[src/rtl/fir_controller.sv]
// Moore sequencer for the 4-tap FIR datapath: one register-file micro-op per state.
// Optional: define FIR_CTRL_LC_FROM_ERR_EN to let lc leave EIDLE via a coefficient reload.
module fir_controller #(
    parameter int REG_ADDR_W = 4
) (
    input  logic                  clk,
    input  logic                  n_rst,
    input  logic                  dr,
    input  logic                  lc,
    input  logic                  overflow,
    output logic                  cnt_up,
    output logic                  clear,
    output logic                  modwait,
    output logic [2:0]            op,
    output logic [REG_ADDR_W-1:0] src1,
    output logic [REG_ADDR_W-1:0] src2,
    output logic [REG_ADDR_W-1:0] dest,
    output logic                  err
);

    localparam logic [4:0] IDLE   = 5'd0;
    localparam logic [4:0] STORE  = 5'd1;
    localparam logic [4:0] ZERO   = 5'd2;
    localparam logic [4:0] SORT1  = 5'd3;
    localparam logic [4:0] SORT2  = 5'd4;
    localparam logic [4:0] SORT3  = 5'd5;
    localparam logic [4:0] SORT4  = 5'd6;
    localparam logic [4:0] MUL1   = 5'd7;
    localparam logic [4:0] ADD1   = 5'd8;
    localparam logic [4:0] MUL2   = 5'd9;
    localparam logic [4:0] SUB1   = 5'd10;
    localparam logic [4:0] MUL3   = 5'd11;
    localparam logic [4:0] ADD2   = 5'd12;
    localparam logic [4:0] MUL4   = 5'd13;
    localparam logic [4:0] SUB2   = 5'd14;
    localparam logic [4:0] EIDLE  = 5'd15;
    localparam logic [4:0] LOADC0 = 5'd16;
    localparam logic [4:0] WAITC1 = 5'd17;
    localparam logic [4:0] LOADC1 = 5'd18;
    localparam logic [4:0] WAITC2 = 5'd19;
    localparam logic [4:0] LOADC2 = 5'd20;
    localparam logic [4:0] WAITC3 = 5'd21;
    localparam logic [4:0] LOADC3 = 5'd22;

    localparam logic [2:0] OP_NOP   = 3'b000;
    localparam logic [2:0] OP_COPY  = 3'b001;
    localparam logic [2:0] OP_LOAD1 = 3'b010;
    localparam logic [2:0] OP_LOAD2 = 3'b011;
    localparam logic [2:0] OP_ADD   = 3'b100;
    localparam logic [2:0] OP_SUB   = 3'b101;
    localparam logic [2:0] OP_MUL   = 3'b110;

    localparam logic [REG_ADDR_W-1:0] R0  = REG_ADDR_W'(0);
    localparam logic [REG_ADDR_W-1:0] R1  = REG_ADDR_W'(1);
    localparam logic [REG_ADDR_W-1:0] R2  = REG_ADDR_W'(2);
    localparam logic [REG_ADDR_W-1:0] R3  = REG_ADDR_W'(3);
    localparam logic [REG_ADDR_W-1:0] R4  = REG_ADDR_W'(4);
    localparam logic [REG_ADDR_W-1:0] R5  = REG_ADDR_W'(5);
    localparam logic [REG_ADDR_W-1:0] R6  = REG_ADDR_W'(6);
    localparam logic [REG_ADDR_W-1:0] R7  = REG_ADDR_W'(7);
    localparam logic [REG_ADDR_W-1:0] R8  = REG_ADDR_W'(8);
    localparam logic [REG_ADDR_W-1:0] R9  = REG_ADDR_W'(9);
    localparam logic [REG_ADDR_W-1:0] R10 = REG_ADDR_W'(10);

    logic [4:0] state;
    logic [4:0] next_state;
    logic       next_busy;

    always_ff @(posedge clk or negedge n_rst) begin
        if (!n_rst) begin
            state   <= IDLE;
            modwait <= 1'b0;
        end else begin
            state   <= next_state;
            modwait <= next_busy;
        end
    end

    always_comb begin
        next_state = IDLE;
        case (state)
            IDLE: begin
                if (dr)      next_state = STORE;
                else if (lc) next_state = LOADC0;
                else         next_state = IDLE;
            end
            STORE:  next_state = dr ? ZERO : EIDLE;
            ZERO:   next_state = SORT1;
            SORT1:  next_state = SORT2;
            SORT2:  next_state = SORT3;
            SORT3:  next_state = SORT4;
            SORT4:  next_state = MUL1;
            MUL1:   next_state = ADD1;
            ADD1:   next_state = overflow ? EIDLE : MUL2;
            MUL2:   next_state = SUB1;
            SUB1:   next_state = overflow ? EIDLE : MUL3;
            MUL3:   next_state = ADD2;
            ADD2:   next_state = overflow ? EIDLE : MUL4;
            MUL4:   next_state = SUB2;
            SUB2:   next_state = overflow ? EIDLE : IDLE;
            EIDLE: begin
                if (dr) next_state = STORE;
`ifdef FIR_CTRL_LC_FROM_ERR_EN
                else if (lc) next_state = LOADC0;
`endif
                else next_state = EIDLE;
            end
            LOADC0: next_state = WAITC1;
            WAITC1: next_state = lc ? LOADC1 : WAITC1;
            LOADC1: next_state = WAITC2;
            WAITC2: next_state = lc ? LOADC2 : WAITC2;
            LOADC2: next_state = WAITC3;
            WAITC3: next_state = lc ? LOADC3 : WAITC3;
            LOADC3: next_state = IDLE;
            default: next_state = IDLE;
        endcase
    end

    // Busy is registered from the next state so it tracks the state register without a decode glitch.
    always_comb begin
        case (next_state)
            IDLE, EIDLE, WAITC1, WAITC2, WAITC3: next_busy = 1'b0;
            default:                             next_busy = 1'b1;
        endcase
    end

    always_comb begin
        op     = OP_NOP;
        src1   = R0;
        src2   = R0;
        dest   = R0;
        cnt_up = 1'b0;
        clear  = 1'b0;
        err    = 1'b0;
        case (state)
            STORE: begin
                op     = OP_LOAD1;
                dest   = R5;
                cnt_up = 1'b1;
            end
            ZERO:  begin op = OP_SUB;  src1 = R0; src2 = R0;  dest = R0;  end
            SORT1: begin op = OP_COPY; src1 = R2; dest = R1;              end
            SORT2: begin op = OP_COPY; src1 = R3; dest = R2;              end
            SORT3: begin op = OP_COPY; src1 = R4; dest = R3;              end
            SORT4: begin op = OP_COPY; src1 = R5; dest = R4;              end
            MUL1:  begin op = OP_MUL;  src1 = R1; src2 = R6;  dest = R10; end
            ADD1:  begin op = OP_ADD;  src1 = R0; src2 = R10; dest = R0;  end
            MUL2:  begin op = OP_MUL;  src1 = R2; src2 = R7;  dest = R10; end
            SUB1:  begin op = OP_SUB;  src1 = R0; src2 = R10; dest = R0;  end
            MUL3:  begin op = OP_MUL;  src1 = R3; src2 = R8;  dest = R10; end
            ADD2:  begin op = OP_ADD;  src1 = R0; src2 = R10; dest = R0;  end
            MUL4:  begin op = OP_MUL;  src1 = R4; src2 = R9;  dest = R10; end
            SUB2:  begin op = OP_SUB;  src1 = R0; src2 = R10; dest = R0;  end
            EIDLE: err = 1'b1;
            LOADC0: begin
                op    = OP_LOAD2;
                dest  = R6;
                clear = 1'b1;
            end
            LOADC1: begin op = OP_LOAD2; dest = R7; end
            LOADC2: begin op = OP_LOAD2; dest = R8; end
            LOADC3: begin op = OP_LOAD2; dest = R9; end
            default: begin end
        endcase
    end

endmodule

[config.mk]
export PLATFORM = sky130hd
export DESIGN_NAME = fir_controller
export DESIGN_NICKNAME = d
export VERILOG_FILES = /design/src/rtl/fir_controller.sv
export SDC_FILE = /design/constraint.sdc
export NUM_CORES = 1
export LEC_CHECK = 0
export CORE_MARGIN = 4
export CORE_UTILIZATION = 35
export CTS_CLUSTER_DIAMETER = 80
export DETAILED_ROUTE_END_ITERATION = 16
export RECOVER_POWER = 25
export SETUP_SLACK_MARGIN = 0.02
export SLEW_MARGIN = 0
export SYNTH_ARGS = -nofsm -noshare
export SYNTH_HDL_FRONTEND = slang
export SYNTH_SLANG_ARGS = --single-unit
export TNS_END_PERCENT = 30
[constraint.sdc]
create_clock -name clk -period 1.8 [get_ports clk]
set_input_delay 0.27 -clock clk [delete_from_list [all_inputs] [get_ports clk]]
set_output_delay 0.27 -clock clk [all_outputs]
set_load 0.03 [all_outputs]
==> metrics.txt <==
Tcrit/Tclk final=102.6%; number of remaining DRC errors=0; biggest area consumer among synthesized cells=dfrtp_1; clock-pin slew reported for the worst setup and hold paths after clock tree synthesis=50 ps; Initial Util=38.35%; pin count of the biggest net entering global routing=15; share of synthesized registers carrying an async set or reset=100.0%; Avg Cell Area, Syn=6.701 µm²; Std-Cell Rows=16; Critical Path Max Stage Delay=480 ps; global-route total usage across every layer=20.57%; gr ovfl total=0; root buffer cell=clkbuf_4; slowest stage cell, crit path=dfrtp_2; Synth Register Bits=6; HPWL after DPL=2196 µm; Via-to-Cell Ratio=5.925; routability cong.=0.9483; detailed-route wire length=3157 µm; unrepaired setup endpoints after global routing=true; proportion of netlist area held by the largest area contributor=18.99%; most common cell type on the critical path=buf_4; horizontal die dimension=55.53 µm; Avg WL per Cell=15.86 µm; internal reg-to-reg setup slack=0 ps; cells after synthesis=118; gate family responsible for the most delay along the worst path=flip-flops; Syn Nets=123; endpoint of the worst register-to-register path=modwait; top-level port count=24; Crit path depth=6; sink count of the clock tree=6; most frequent cells in the layout=52 x buf_4, 14 x nor2_1, 8 x o21ai_0; total inserted antenna cells=0; post-route worst hold slack=334.6 ps; leading post-synthesis cells by cell area=dfrtp_1 19%, nor2_1 9.0%, o21ai_0 6.3%, a21oi_1 4.4%, buf_2 4.4%; share of the yosys chip area belonging to registers=18.99%; hold violation total from the final report=0; initial antenna violation count=0; run status=complete, but fails checks; cell count of the worst reg-to-reg path=7; crit path DAT=1580 ps; number of buffers added by the clock tree synthesis step=3; final clock skew=6.923 ps; buffers and inverters on the worst path=3; highest clock rate=0.5415 GHz; die span in y=55.53 µm; most used flip-flop cell after synthesis=dfrtp_1; cell count after placement=183; final critical delay including setup and external delays=1847 ps; number of nets in the layout=179; number of buffers on the longest clock path=2; vias in the first global route=1172; synth unique cells=41; maximum fanout encountered on the critical timing path=7; violated checks=negative setup slack; Pre-antenna DRT Iters=4; number of buffers inserted for hold repair after clock tree synthesis=0; H-tree depth reported by CTS=1; Reg2Reg Launch Point=state[2]; Slew Limit Fails=0; area of the core=0.002062 mm²; ordered cell list for the critical path=buf_6 > and3b_1 > buf_4 > a21oi_2 > o22ai_1 > buf_4; DIE AREA=0.003084 mm²; first-pass GRT wire length=5347 µm; number of warnings reported in the yosys synthesis log=0; number of setup violations in the final report=4; min-delay worst type=primary input to asynchronous set/reset pin; total of buffers placed on input and output ports=22; Filler Cell Count=184; DR iter-0 viols=38; PnR worst setup slack=-46.77 ps; required time worst endpoint=1530 ps; sum of negative setup slack=-60.28 ps; fraction of layout cells with a size suffix above 1=52.91%; startpoint-to-endpoint class of the critical path=flip-flop to output port; source-to-sink clock delay at the later pin of the worst-skew pair=240 ps; final cell count without fillers=199; total via count after detailed routing=1179; Critical Path End Type=output port; startpoint class of the critical path=flip-flop; layout overhead on the synthesized area=77.53%; Maximum Capacitance Violations=0; CTS tree=built; most common cell after layout, fill and taps aside=buf_4; count of flip-flops with a built-in enable after synthesis=0; post-route antenna net violation count=0; cell area after technology mapping=790.8 µm²; minimum setup slack after placement=-80.66 ps
==> logic make-up after synthesis <==
family	after synthesis	synth area share, %
other	1	0.4742
AND/OR/NAND/NOR	51	31.65
XOR/XNOR	1	1.108
buffers and inverters	16	9.650
flip-flops	6	18.99
AO/OA/AOI/OAI	43	38.13
==> through the flow <==
step | cell area [µm²] | utilization, %
after floorplan | 797.0 | -
after global placement | 1170 | 56.74
after detailed placement | 1170 | 56.74
after CTS | 1328 | 64.38
after global routing | 1404 | 68.08
final | 1404 | 68.08
==> cell usage after synthesis (2+ instances only) <==
cell type	number
nand2b_1	4
nand2_1	7
inv_1	4
nor3_1	3
o22ai_1	2
a21oi_1	7
a22oi_1	3
nor2_1	19
nor2b_1	3
a211oi_1	3
nand4_1	4
a31oi_1	2
o211ai_1	2
a31o_1	2
buf_2	7
a32oi_1	2
dfrtp_1	6
o21ai_0	10
clkbuf_1	2
nand3_1	4
buf_4	2
==> routing by layer <==
layer  up-vias  share of wire (%)  wire length, µm  global-route usage (%)
met2        66                 48             1528                   34.97
li1        549                  -                -                       -
met3         6                8.2              260                   5.594
met1       558                 42             1336                   25.28
met4         0               0.98               31                   5.556
met5         -                  0                0                       0
==> how the worst max path moves through the flow <==
stage,startpoint,end,slack (ps)
finish,state[2],src2[1],-50
global route,state[2],src2[1],-110
CTS,state[2],src2[1],-30
detailed placement,state[2],dest[2],-80
global placement,state[2],dest[2],-70
floorplan,state[3],op[2],-300
==> timing repair <==
item / in CTS / in global routing
endpoints found under the setup margin: 16 / 15
cloned: 0 / 0
setup buffers: 10 / 3
resized for setup: 21 / 14
pin swaps: 4 / 3
==> layout make-up <==
type                       instances  area [µm²]  area share, %
clock buffer                       3       22.52          1.604
tap                               27       33.78          2.406
sequential                         6       153.9          10.96
inverter                           4       18.77          1.337
timing repair buffer              63       516.7          36.81
multi-input combinational         96       658.1          46.88
==> state kept, by name (all words and copies together), names as in the netlist <==
signal,cells
modwait,1
state,5
Power is left out: the tool's default activity adds up to more than one toggle a clock period on the data nets, which glitch-free logic cannot reach.
